**src/rtl/inv_matrix_seq_ctrl.sv**
```systemverilog
// Sequencer for the NxN matrix-inverse datapath: loads operands from the coefficient ROM,
// kicks the datapath under a watchdog, then streams the result words out row-major.
module inv_matrix_seq_ctrl #(
    parameter int DW      = 32,
    parameter int N       = 5,
    parameter int AW      = 5,
    parameter int ROM_LAT = 1,
    parameter int TIMEOUT = 1024
) (
    input  logic          clk,
    input  logic          reset,
    input  logic          start,
    output logic          busy,
    output logic          done,
    output logic          error,
    output logic [1:0]    err_code,
    output logic [AW-1:0] rom_addr,
    input  logic [DW-1:0] rom_data,
    output logic          ld_en,
    output logic [AW-1:0] ld_idx,
    output logic [DW-1:0] ld_data,
    output logic          dp_start,
    input  logic          dp_done,
    input  logic          dp_singular,
    output logic [AW-1:0] res_idx,
    input  logic [DW-1:0] res_data,
    output logic          out_valid,
    input  logic          out_ready,
    output logic [DW-1:0] out_data,
    output logic          out_last
);

    localparam int NE  = N * N;
    localparam int WDW = (TIMEOUT > 1) ? $clog2(TIMEOUT) : 1;
    localparam logic [AW-1:0]  LAST_IDX = AW'(NE - 1);
    localparam logic [WDW-1:0] WD_LIMIT = WDW'(TIMEOUT - 1);

    typedef enum logic [2:0] {IDLE, LOAD, KICK, WAIT, STREAM, FAIL} state_t;

    state_t state;
    state_t state_next;

    logic               issuing;
    logic               xfer;
    logic [WDW-1:0]     wd_cnt;
    logic [ROM_LAT-1:0] ld_vld_pipe;
    logic [AW-1:0]      ld_idx_pipe [ROM_LAT];

    assign xfer     = (state == STREAM) && out_ready;
    assign ld_data  = rom_data;
    assign out_data = res_data;
    assign ld_en    = ld_vld_pipe[ROM_LAT-1];
    assign ld_idx   = ld_idx_pipe[ROM_LAT-1];

    always_ff @(posedge clk) begin
        if (!reset) begin
            state <= IDLE;
        end else begin
            state <= state_next;
        end
    end

    // LOAD ends one cycle after the delayed write of the final element.
    always_comb begin
        state_next = state;
        case (state)
            IDLE:    if (start) state_next = LOAD;
            LOAD:    if (ld_en && (ld_idx == LAST_IDX)) state_next = KICK;
            KICK:    state_next = WAIT;
            WAIT: begin
                if (dp_done) begin
                    state_next = dp_singular ? FAIL : STREAM;
                end else if (wd_cnt == WD_LIMIT) begin
                    state_next = FAIL;
                end
            end
            STREAM:  if (xfer && (res_idx == LAST_IDX)) state_next = IDLE;
            FAIL:    state_next = IDLE;
            default: state_next = IDLE;
        endcase
    end

    always_comb begin
        busy      = (state != IDLE);
        dp_start  = (state == KICK);
        out_valid = (state == STREAM);
        out_last  = (state == STREAM) && (res_idx == LAST_IDX);
        done      = (state == FAIL) || (xfer && (res_idx == LAST_IDX));
    end

    always_ff @(posedge clk) begin
        if (!reset) begin
            rom_addr <= '0;
            issuing  <= 1'b0;
            error    <= 1'b0;
            err_code <= 2'b00;
            wd_cnt   <= '0;
            res_idx  <= '0;
        end else begin
            case (state)
                IDLE: begin
                    if (start) begin
                        rom_addr <= '0;
                        issuing  <= 1'b1;
                        error    <= 1'b0;
                        err_code <= 2'b00;
                    end
                end
                LOAD: begin
                    if (issuing) begin
                        if (rom_addr == LAST_IDX) begin
                            issuing <= 1'b0;
                        end else begin
                            rom_addr <= rom_addr + 1'b1;
                        end
                    end
                end
                KICK: wd_cnt <= '0;
                WAIT: begin
                    if (wd_cnt != WD_LIMIT) begin
                        wd_cnt <= wd_cnt + 1'b1;
                    end
                    // A completion on the timeout cycle still counts as a completion.
                    if (dp_done) begin
                        if (dp_singular) begin
                            err_code <= 2'b01;
                        end else begin
                            res_idx <= '0;
                        end
                    end else if (wd_cnt == WD_LIMIT) begin
                        err_code <= 2'b10;
                    end
                end
                STREAM: begin
                    if (out_ready && (res_idx != LAST_IDX)) begin
                        res_idx <= res_idx + 1'b1;
                    end
                end
                FAIL: error <= 1'b1;
                default: ;
            endcase
        end
    end

    // Write strobe and index trail each issued address by the ROM latency.
    always_ff @(posedge clk) begin
        if (!reset) begin
            ld_vld_pipe <= '0;
            for (int i = 0; i < ROM_LAT; i++) begin
                ld_idx_pipe[i] <= '0;
            end
        end else begin
            ld_vld_pipe[0] <= (state == LOAD) && issuing;
            ld_idx_pipe[0] <= rom_addr;
            for (int i = 1; i < ROM_LAT; i++) begin
                ld_vld_pipe[i] <= ld_vld_pipe[i-1];
                ld_idx_pipe[i] <= ld_idx_pipe[i-1];
            end
        end
    end

endmodule

```
**config.mk**
```make
export PLATFORM = sky130hd
export DESIGN_NAME = inv_matrix_seq_ctrl
export DESIGN_NICKNAME = d
export VERILOG_FILES = /design/src/rtl/inv_matrix_seq_ctrl.sv
export SDC_FILE = /design/constraint.sdc
export NUM_CORES = 1
export LEC_CHECK = 0
export ABC_CLOCK_PERIOD_IN_PS = 2400
export BUFFER_PORTS_ARGS = -buffer_cell sky130_fd_sc_hd__clkbuf_2
export CAP_MARGIN = 20
export CORE_AREA = 10 10 99 75
export DETAILED_ROUTE_END_ITERATION = 10
export DIE_AREA = 0 0 109 85
export HOLD_SLACK_MARGIN = 0.02
export PLACE_DENSITY = 0.79
export SLEW_MARGIN = 40
export SYNTH_ARGS = -nofsm -noshare
export SYNTH_HDL_FRONTEND = slang
export SYNTH_SLANG_ARGS = --single-unit
export TNS_END_PERCENT = 1
```
**constraint.sdc**
```tcl
create_clock -name clk -period 2.4 [get_ports clk]
set_input_delay 0.12 -clock clk [delete_from_list [all_inputs] [get_ports clk]]
set_output_delay 0.12 -clock clk [all_outputs]
set_load 0.01 [all_outputs]
```
==> reports/qor.yml, run 1 <==
placement:
  place_congestion: 0.906
  hpwl_mm: 3.39
  portBuffers: 29
  place_inst: 294
floorplan:
  die_y_um: 85
  core_area_um2: 5550
  die_area_um2: 9270
  die_w_um: 109
  rows: 23
  ios: 158
  initial_core_util_pct: 40.4
route:
  vias: 1631
  wl_mm: 4.54
  first_pass_iters: 4
  wl_per_cell_um: 15.0
  avgViaCountPerCell: 5.40
  drtIter0Drc: 57
  ant_nets: 0
  drc: 0
logic_synthesis:
  synthXorXnorAreaFrac_pct: 0.390
  yosysUniqueCellTypes: 49
  synth_top_area_cell: "dfxtp_1"
  synth_top_family_by_area: "buffers and inverters"
  synthFlopType: "dfxtp_1"
  post_synth_fa_ha_maj_area_fraction_pct: 2.79
  synth_edf_count: 0
  synthTopCellsByArea: "dfxtp_1, buf_4, nand2_1"
  synth_compound_area_share_pct: 15.2
  syn_nets: 337
  synth-seq-cells: 33
  seq_area_frac_synth_pct: 29.4
  syn-cell-area_um2: 2240
  synth_top_area_share_pct: 29.4
  synthMuxAreaShare_pct: 3.63
  avgSynthCellArea_um2: 8.56
  synth-simple-area-share_pct: 22.4
  yosys_warnings: 0
  ys_async_sr_fraction_pct: 0
  syn_inst: 262
clock_network:
  cts_buffers: 5
  cts_tree: "built"
  cts_setup_buffers: 0
  path_clk_slew_ns: 0.07
  clk_path_buf_depth: 2
  clock_sinks: 33
  cts_resized: 0
  ctsHoldBuffers: 0
  insertion_delay_ns: 0.29
  root_buffer: "clkbuf_8"
  htree_levels: 2
setup_path:
  startpoint_type: "flop"
  r2r_start: "state[0]$_SDFFE_PN0P_"
  cp.arrival_ns: 2.14
  worstSetupPathType: "flop to flop"
  r2r_cells: 4
  cp_max_fo: 14
  worst_setup_path_end_kind: "flop"
  cp.required_ns: 2.58
  r2r_end: "wd_cnt[5]$_SDFFE_PN0P_"
  r2r_setup_slack_ns: 0.44
  cp-endpoint: "wd_cnt[5]$_SDFFE_PN0P_"
  crit_path_start: "state[0]$_SDFFE_PN0P_"
timing:
  finalCriticalPeriod_ns: 1.96
  rsz0062_at_grt: "false"
  max_slew_margin_pct: 61.6
  hold_viol: 0
  period_share_pct: 81.9
  setup_violations: 0
  fmaxAchievable_mhz: 509
  drv_slew: 0
  clock_skew_ns: 0.00743
  worst_pin_slew_ns: 0.568
  finalSetupTns_ns: 0
power:
  seqPwrFrac_pct: 40.5
  sw_frac_of_total_pct: 31.6
  pwr-share-clk_pct: 34.8
  leakagePower_nw: 0.809
  ir_drop_uv: 267
  intPower_mw: 1.08
  switchingPower_mw: 0.501
  power_density_nw_per_um2: 766
  p_comb_share_pct: 24.6
job:
  maxCapViolations: 0
global_routing:
  grt_pass1_wl_mm: 7.49
  grt_util_all_layers_pct: 9.97
  grt_pass1_vias: 1577
  antenna_found_initial: 0
  grt-ovfl-total: 0
  grt_max_degree: 22
final_layout:
  fill_cells: 555
  multi_input_area_um2: 996
  diodes: 0
  final_cell_count_no_fill: 302
  seqCellArea_um2: 661
  drive_gt1_share_pct: 21.1
  synthToLayoutAreaGrowth_pct: -7.81
  final_nets: 301
min_path:
  hp-start: "dp_done"
  hold_class: "input port to flop"
run_status:
  outcome: "completed"
[worst min-delay path by stage]
stage / end / slack (ns) / cells after the start
after floorplan: err_code[0]$_SDFFE_PN0P_ / 0.27 / 2
after global placement: ld_data[13] / 0.24 / 0
after detailed placement: ld_data[13] / 0.24 / 0
after CTS: err_code[0]$_SDFFE_PN0P_ / 0.13 / 3
after global routing: res_idx[0]$_SDFFE_PN0P_ / 0.17 / 3
final: err_code[0]$_SDFFE_PN0P_ / 0.13 / 3
[power groups by stage]
stage / Sequential, mW / Clock (mW) / Combinational [mW]
floorplan: 0.625 / 0 / 0.450
global placement: 0.650 / 0 / 0.381
detailed placement: 0.652 / 0 / 0.390
CTS: 0.641 / 0.560 / 0.394
global route: 0.651 / 0.582 / 0.436
finish: 0.643 / 0.552 / 0.390
[final cells by class]
| class | instances | share of cell area, % |
|---|---|---|
| Tap cell | 75 | 4.54 |
| Sequential cell | 33 | 31.9 |
| Timing Repair Buffer | 29 | 7.02 |
| Multi-Input combinational cell | 143 | 48.2 |
| Clock buffer | 6 | 3.99 |
| Clock inverter | 2 | 1.81 |
| Inverter | 14 | 2.54 |
[flip-flops by register name (all words and copies together) (netlist names)]
register and cells:
ld_en 1, issuing 1, rom_addr 5, res_idx 5, error 1, wd_cnt 10, state 3, ld_idx_pipe 5
err_code 2
[critical path, cell delays in order (launching register included)]
cell and delay, ns:
dfxtp_1 0.60, and3b_1 0.40, o31ai_4 0.19, a211oi_1 0.30, mux2_2 0.36
[kinds of logic (layout without fill, tap and decap cells)]
| family | after synthesis | in the layout |
|---|---|---|
| buffers and inverters | 86 | 51 |
| adder cells (fa/ha/maj) | 5 | 5 |
| multiplexers | 8 | 8 |
| AO/OA/AOI/OAI | 44 | 44 |
| AND/OR/NAND/NOR | 85 | 85 |
| flip-flops | 33 | 33 |
| XOR/XNOR | 1 | 1 |
[Yosys cell counts, drive strengths merged (3+ instances only)]
master,n
buf,69
inv,14
o21a,3
or3,7
and2,5
o21ai,8
dfxtp,33
nand4b,4
clkbuf,3
a31oi,3
nand2,20
nand3,12
a21oi,12
o31ai,6
mux2i,7
nor2,13
nand4,5
ha,5
and3,4
[routing by layer]
metal | GRT usage (%) | up-vias | part of all wire, %
li1 | - | 780 | -
met1 | 12.7 | 788 | 47
met2 | 13.4 | 54 | 41
met4 | 5.85 | 0 | 2.3
met3 | 4.53 | 9 | 9.8
met5 | 0 | - | 0
[metrics by stage]
step / area (um2) / power (mW) / hold WS [ns] / worst slack (ns) / utilization, %
after floorplan: 2240 / 1.07 / 0.274 / 0.710 / -
after global placement: 1950 / 1.03 / 0.240 / 0.580 / 35.1
after detailed placement: 1950 / 1.04 / 0.240 / 0.480 / 35.1
after CTS: 2070 / 1.59 / 0.128 / 0.457 / 37.2
after global routing: 2070 / 1.67 / 0.173 / 0.296 / 37.2
final: 2070 / 1.59 / 0.129 / 0.435 / 37.2
[cells in the final DEF, fill, tap and decap left out, types with 3 or more instances in the layout]
cell type	Yosys	layout
clkbuf_8	0	6
dfxtp_1	33	33
or3_1	7	7
o31ai_1	5	5
inv_1	13	13
mux2i_1	7	7
nand2_1	20	20
and3_1	4	4
ha_1	5	5
o21a_1	3	3
clkbuf_2	0	29
o21ai_0	8	8
a21oi_1	12	12
nor2_1	13	13
and2_1	4	4
nand4_1	4	4
nand3_1	12	12
nand4b_1	4	4
Power figures use the tool's default switching activity.
==> inputs of run 2 (changes only) <==
ABC_CLOCK_PERIOD_IN_PS = 1750   (was 2400)
CORE_AREA = 10 10 103 78   (was 10 10 99 75)
DIE_AREA = 0 0 113 88   (was 0 0 109 85)
PLACE_DENSITY = 0.75   (was 0.79)
clock period = 1.75 ns   (was 2.4 ns; I/O delays follow)
==> run 2 against run 1 <==
  * Largest power group unchanged
  * Clock power grew 36%
  * Global-route usage is 0.28 points lower
  * Critical path type unchanged
  * Clock-buffer cell count is 1 lower
  * Via count grew 1.2%
==> reports/qor.yml, run 2 (same netlist as run 1, synthesis figures left out) <==
power:
  pwr-share-clk_pct: 32.4  # was 34.8%
  seqPwrFrac_pct: 36.9  # was 40.5%
  switchingPower_mw: 0.762  # was 0.501 mW
  total_power_mw: 2.31  # was 1.59 mW
  power_density_nw_per_um2: 1040  # was 766 nW/um2
  intPower_mw: 1.55  # was 1.08 mW
  ir_drop_uv: 412  # was 267 uV
  p_comb_share_pct: 30.7  # was 24.6%
  sw_frac_of_total_pct: 32.9  # was 31.6%
  leakagePower_nw: 0.905  # was 0.809 nW
setup_path:
  cp_slowest_stage_delay_ns: 0.41  # was 0.60 ns
  worst_setup_path_end_kind: "flop"  # unchanged
  cp-endpoint: "state[0]$_SDFFE_PN0P_"  # was wd_cnt[5]$_SDFFE_PN0P_
  crit_path_start: "state[2]$_SDFFE_PN0P_"  # was state[0]$_SDFFE_PN0P_
  startpoint_type: "flop"  # unchanged
  cp.arrival_ns: 1.90  # was 2.14 ns
  cp.required_ns: 1.97  # was 2.58 ns
  r2r_setup_slack_ns: 0.07  # was 0.44 ns
  crit_path_top_delay_cell: "or3_1"  # was dfxtp_1
  worstSetupPathType: "flop to flop"  # unchanged
  cp_cell_sequence: "buf_4 > or3_1 > nor2_2 > nand4b_1 > mux2i_1"  # was and3b_1 > o31ai_4 > a211oi_1 > mux2_2
  r2r_cells: 5  # was 4
  r2r_end: "state[0]$_SDFFE_PN0P_"  # was wd_cnt[5]$_SDFFE_PN0P_
  r2r_start: "state[2]$_SDFFE_PN0P_"  # was state[0]$_SDFFE_PN0P_
  cp_max_fo: 9  # was 14
placement:
  place_congestion: 0.929  # was 0.906
  portBuffers: 29  # unchanged
  placed_area_um2: 2090  # was 1950 um2
  hpwl_mm: 3.70  # was 3.39 mm
  pre_cts_slack_ns: -0.000702  # was 0.480 ns
clock_network:
  cts_tree: "built"  # unchanged
  cts_buffers: 5  # unchanged
  ctsHoldBuffers: 0  # unchanged
  clk_path_buf_depth: 2  # unchanged
  root_buffer: "clkbuf_8"  # unchanged
  clock_sinks: 33  # unchanged
  htree_levels: 2  # unchanged
  path_clk_slew_ns: 0.08  # was 0.07 ns
  insertion_delay_ns: 0.29  # about the same
floorplan:
  core_area_um2: 6040  # was 5550 um2
  die_area_um2: 9940  # was 9270 um2
  die_y_um: 88  # was 85 um
  ios: 158  # unchanged
  initial_core_util_pct: 37.2  # was 40.4%
  die_w_um: 113  # was 109 um
  rows: 24  # was 23
timing:
  drv_slew: 0  # unchanged
  fmaxAchievable_mhz: 595  # was 509 MHz
  setup_violations: 0  # unchanged
  finalCriticalPeriod_ns: 1.68  # was 1.96 ns
  worst_pin_slew_ns: 0.418  # was 0.568 ns
  period_share_pct: 96.1  # was 81.9%
  finalSetupTns_ns: 0  # unchanged
  clock_skew_ns: 0.00543  # was 0.00743 ns
  max_slew_margin_pct: 71.9  # was 61.6%
  rsz0062_at_grt: "false"  # unchanged
  final.setup.worst_slack_ns: 0.0686  # was 0.435 ns
  hold_viol: 0  # unchanged
final_layout:
  fill_cells: 598  # was 555
  drive_gt1_share_pct: 30.6  # was 21.1%
  synthToLayoutAreaGrowth_pct: -0.391  # was -7.81%
  fin_area_um2: 2230  # was 2070 um2
  max_flop_register: "wd_cnt"  # unchanged
  largest_register_ffs: 10  # unchanged
  layout_commonest_cell: "dfxtp_1"  # unchanged
  diodes: 0  # unchanged
  final_cell_mix: "dfxtp_1, clkbuf_2, nand2_1"  # unchanged
  final_nets: 319  # was 301
route:
  wl_mm: 4.81  # was 4.54 mm
  drc: 0  # unchanged
  vias: 1651  # was 1,631
  first_pass_iters: 5  # was 4
  wl_per_cell_um: 14.9  # was 15.0 um
  ant_nets: 0  # unchanged
  drtIter0Drc: 133  # was 57
  avgViaCountPerCell: 5.11  # was 5.40
global_routing:
  grt_pass1_vias: 1582  # was 1,577
  grt_max_degree: 21  # was 22
  grt_pass1_wl_mm: 7.80  # was 7.49 mm
  grt-ovfl-total: 0  # unchanged
  antenna_found_initial: 0  # unchanged
  grt_util_all_layers_pct: 9.69  # was 9.97%
job:
  maxCapViolations: 0  # unchanged
run_status:
  outcome: "completed"  # unchanged
min_path:
  hold_class: "input port to flop"  # unchanged
-- run 2: final cells by class --
type	count	area, um2	area share [%]
Clock buffer	5	68.8	3.08
Clock inverter	3	46.3	2.07
Inverter	14	52.6	2.35
Multi-Input combinational cell	143	1020	45.9
Sequential cell	33	664	29.7
Tap cell	78	97.6	4.37
Timing Repair Buffer	47	280	12.5
-- run 2: routing by layer --
| metal | vias up | GRT usage (%) | wire, um |
|---|---|---|---|
| li1 | 812 | - | - |
| met1 | 758 | 12.4 | 2300 |
| met2 | 63 | 13.5 | 1920 |
| met3 | 18 | 4.64 | 502 |
| met4 | 0 | 4.14 | 82 |
| met5 | - | 0 | 0 |
-- run 2: power by group through the flow --
stage | Combinational, mW | Sequential (mW) | Clock, mW
floorplan | 0.617 | 0.857 | 0
global placement | 0.649 | 0.861 | 0
detailed placement | 0.667 | 0.867 | 0
CTS | 0.677 | 0.851 | 0.760
global route | 0.771 | 0.863 | 0.799
finish | 0.710 | 0.854 | 0.750
-- run 2: repair_timing --
action | in CTS | in global routing
pin swaps | 0 | 1
setup endpoints to repair | 3 | 12
gates cloned | 0 | 0
setup buffers | 0 | 0
gates resized for setup | 1 | 10
-- run 2: worst min-delay path by stage --
stage                       from                        to  slack [ns]  cells past startpoint
finish                 out_ready   res_idx[0]$_SDFFE_PN0P_        0.11                      3
global route             dp_done  err_code[0]$_SDFFE_PN0P_         0.1                      3
CTS                      dp_done  err_code[0]$_SDFFE_PN0P_        0.10                      3
detailed placement  rom_data[12]               ld_data[12]        0.18                      0
global placement    rom_data[12]               ld_data[12]        0.18                      0
floorplan                dp_done  err_code[0]$_SDFFE_PN0P_        0.24                      2
-- run 2: critical path, delay by kind of cell (launching register included) --
kind	cells	cell delay (ns)
mux	1	0.21
buf+inv	1	0.17
simple gates	3	0.82
flops	1	0.40
-- run 2: through the flow --
| step | instances | utilization (%) | hold WS, ns |
|---|---|---|---|
| finish | 323 | 37.0 | 0.108 |
| global route | 323 | 37.0 | 0.0998 |
| CTS | 323 | 36.5 | 0.104 |
| detailed placement | 315 | 34.6 | 0.175 |
| global placement | 315 | 34.6 | 0.175 |
| floorplan | 262 | - | 0.241 |
==> inputs of run 3 (changes only) <==
ABC_AREA = 1   (was not set)
ABC_CLOCK_PERIOD_IN_PS = 1900   (was 1750)
CORE_AREA = 10 10 100 75   (was 10 10 103 78)
DIE_AREA = 0 0 110 85   (was 0 0 113 88)
PLACE_DENSITY = 0.79   (was 0.75)
clock period = 1.9 ns   (was 1.75 ns; I/O delays follow)
==> run 3 against run 2 <==
  * Synthesized cell count is 25% higher
  * Largest cell class unchanged
  * Hold slack better by 0.050 ns
  * Flip-flop and latch count stayed put
  * Register-to-register slack better by 0.29 ns
  * Critical path depth is 1 higher
  * Final area is 4.8% lower
  * Utilization is 0.88 points higher
  * Die area is 6.0% lower
  * Highest routed layer unchanged
==> reports/qor.yml, run 3 <==
run_status:
  outcome: "completed"  # unchanged
floorplan:
  ios: 158  # unchanged
  die_area_um2: 9350  # was 9940 um2
  die_y_um: 85  # was 88 um
  rows: 23  # was 24
  core_area_um2: 5610  # was 6040 um2
  die_w_um: 110  # was 113 um
  initial_core_util_pct: 40.9  # was 37.2%
clock_network:
  cts_buffers: 5  # unchanged
  cts_setup_buffers: 0  # unchanged
  root_buffer: "clkbuf_8"  # unchanged
  path_clk_slew_ns: 0.06  # was 0.08 ns
  cts_resized: 0  # was 1
  clk_path_buf_depth: 2  # unchanged
  ctsHoldBuffers: 0  # unchanged
  cts_tree: "built"  # unchanged
  htree_levels: 2  # unchanged
  clock_sinks: 33  # unchanged
  insertion_delay_ns: 0.29  # about the same
final_layout:
  fin_area_um2: 2130  # was 2230 um2
  largest_register_ffs: 10  # unchanged
  layout_commonest_cell: "nand2_1"  # was dfxtp_1
  synthToLayoutAreaGrowth_pct: -7.31  # was -0.391%
  fill_cells: 584  # was 598
  diodes: 0  # unchanged
  final_cell_mix: "nand2_1, dfxtp_1, inv_1"  # was dfxtp_1, clkbuf_2, nand2_1
  final_nets: 373  # was 319
  max_flop_register: "wd_cnt"  # unchanged
  final_util_pct: 37.9  # was 37.0%
  drive_gt1_share_pct: 22.5  # was 30.6%
timing:
  clock_skew_ns: 0.00402  # was 0.00543 ns
  max_slew_margin_pct: 73.2  # was 71.9%
  period_share_pct: 88.7
  holdWs_ns: 0.158  # was 0.108 ns
  hold_viol: 0  # unchanged
  worst_pin_slew_ns: 0.403  # was 0.418 ns
  finalCriticalPeriod_ns: 1.69
  fmaxAchievable_mhz: 593
  setup_violations: 0  # unchanged
  drv_slew: 0  # unchanged
  finalSetupTns_ns: 0  # unchanged
  rsz0062_at_grt: "false"  # unchanged
power:
  leakagePower_nw: 0.941  # was 0.905 nW
  p_comb_share_pct: 43.2  # was 30.7%
  sw_frac_of_total_pct: 43.4  # was 32.9%
  intPower_mw: 1.45  # was 1.55 mW
  seqPwrFrac_pct: 36.2  # was 36.9%
  power_density_nw_per_um2: 1210  # was 1040 nW/um2
  ir_drop_uv: 392  # was 412 uV
  switchingPower_mw: 1.11  # was 0.762 mW
  pwr-share-clk_pct: 20.6  # was 32.4%
setup_path:
  cp.arrival_ns: 1.59  # was 1.90 ns
  startpoint_type: "flop"  # unchanged
  cp_max_fo: 6  # was 9
  worst_setup_path_end_kind: "output port"  # was flop
  cp.required_ns: 1.80  # was 1.97 ns
  worstSetupPathType: "flop to output port"  # was flop to flop
logic_synthesis:
  synth_top_area_cell: "dfxtp_1"  # unchanged
  syn_inst: 328  # was 262
  synth_common_cells: "nand2_1, buf_4, dfxtp_1"  # was buf_4, dfxtp_1, nand2_1
  ys_async_sr_fraction_pct: 0  # unchanged
  seq_area_frac_synth_pct: 28.8  # was 29.4%
  yosys_warnings: 0  # unchanged
  synth_top_area_share_pct: 28.8  # was 29.4%
  synthTopCellsByArea: "dfxtp_1, buf_4, nand2_1"  # unchanged
  syn_nets: 403  # was 337
  syn-cell-area_um2: 2290  # was 2240 um2
  avgSynthCellArea_um2: 7.00  # was 8.56 um2
  yosysMostFrequentCell: "nand2_1"  # was buf_4
  synthFlopType: "dfxtp_1"  # unchanged
  synth-seq-cells: 33  # unchanged
  synth_edf_count: 0  # unchanged
  yosysUniqueCellTypes: 31  # was 49
placement:
  portBuffers: 29  # unchanged
  placed_area_um2: 2040  # was 2090 um2
  hpwl_mm: 3.73  # was 3.70 mm
  place_congestion: 0.869  # was 0.929
route:
  top_layer: "met4"  # unchanged
  ant_nets: 0  # unchanged
  drc: 0  # unchanged
  vias: 1793  # was 1,651
  first_pass_iters: 4  # was 5
  avgViaCountPerCell: 4.81  # was 5.11
  dr_wl_met3_um: 396  # was 502 um
  wl_met1_mm: 2.17  # was 2.30 mm
  dr_wl_met2_mm: 2.05  # was 1.92 mm
  drtIter0Drc: 110  # was 133
  wl_mm: 4.71  # was 4.81 mm
  wl_per_cell_um: 12.6  # was 14.9 um
global_routing:
  grt_pass1_vias: 1681  # was 1,582
  grt_pass1_wl_mm: 7.75  # was 7.80 mm
  grt_max_degree: 20  # was 21
  grt-ovfl-total: 0  # unchanged
  grt_util_all_layers_pct: 10.2  # was 9.69%
  antenna_found_initial: 0  # unchanged
job:
  maxCapViolations: 0  # unchanged
min_path:
  hold_class: "input port to flop"  # unchanged
[run 3: changes by cell type after synthesis, sizes merged, moves of 4 or more]
cell    change
inv        +24
mux2i       -7
and3        -4
and2        -5
nand4b      -4
o31ai       -6
clkinv      +4
a21oi      +10
nand2      +52
nand3      +13
nor2       +23
or3         -7
[run 3: cells by family (layout without fill, tap and decap cells)]
family | Yosys count | count (layout) | share of synthesized area (%)
buffers and inverters | 109 | 79 | 29.0
XOR/XNOR | 3 | 3 | 1.15
AND/OR/NAND/NOR | 145 | 145 | 29.9
adder cells (fa/ha/maj) | 5 | 5 | 2.73
AO/OA/AOI/OAI | 33 | 33 | 8.45
flip-flops | 33 | 33 | 28.8
[run 3: final timing paths]
kind	depth (start not counted)	to	slack (ns)	start
hold reg to reg	2	error$_SDFFE_PN0P_	0.48	error$_SDFFE_PN0P_
setup reg to reg	9	wd_cnt[8]$_SDFFE_PN0P_	0.36	wd_cnt[0]$_SDFFE_PN0P_
setup / recovery	6	done	0.21	state[0]$_SDFFE_PN0P_
hold / removal	3	issuing$_SDFFE_PN0P_	0.16	start
[run 3: routing by layer]
layer | up-vias | global-route usage [%]
met3 | 18 | 5.14
met5 | - | 0
met2 | 65 | 14.9
met4 | 0 | 4.60
li1 | 904 | -
met1 | 806 | 12.2
[run 3: layout make-up]
| cell class | instances | area (um2) | area share, % |
|---|---|---|---|
| sequential | 33 | 661 | 31.1 |
| timing repair buffer | 30 | 153 | 7.18 |
| tap | 75 | 93.8 | 4.41 |
| inverter | 42 | 164 | 7.71 |
| multi-input combinational | 186 | 970 | 45.6 |
| clock buffer | 7 | 86.3 | 4.06 |
[run 3: worst max-delay path, cell delays in order (launching register included)]
cell and delay, ns:
dfxtp_1 0.38, nor2_2 0.22, nand2_2 0.15, inv_4 0.12
nand2_2 0.07, o21ai_0 0.19, clkbuf_2 0.18
[run 3: power by group through the flow]
stage / clock [mW] / combinational, mW / sequential, mW
floorplan: 0 / 0.972 / 0.943
global placement: 0 / 1.07 / 0.933
detailed placement: 0 / 1.11 / 0.939
CTS: 0.547 / 1.12 / 0.925
global route: 0.576 / 1.26 / 0.949
finish: 0.529 / 1.11 / 0.928
[run 3: stage by stage]
step / setup WS [ns] / power, mW / instances
finish: 0.215 / 2.56 / 373
global route: 0.0780 / 2.79 / 373
CTS: 0.241 / 2.59 / 373
detailed placement: 0.359 / 2.05 / 366
global placement: 0.443 / 2.00 / 366
floorplan: 0.495 / 1.91 / 328
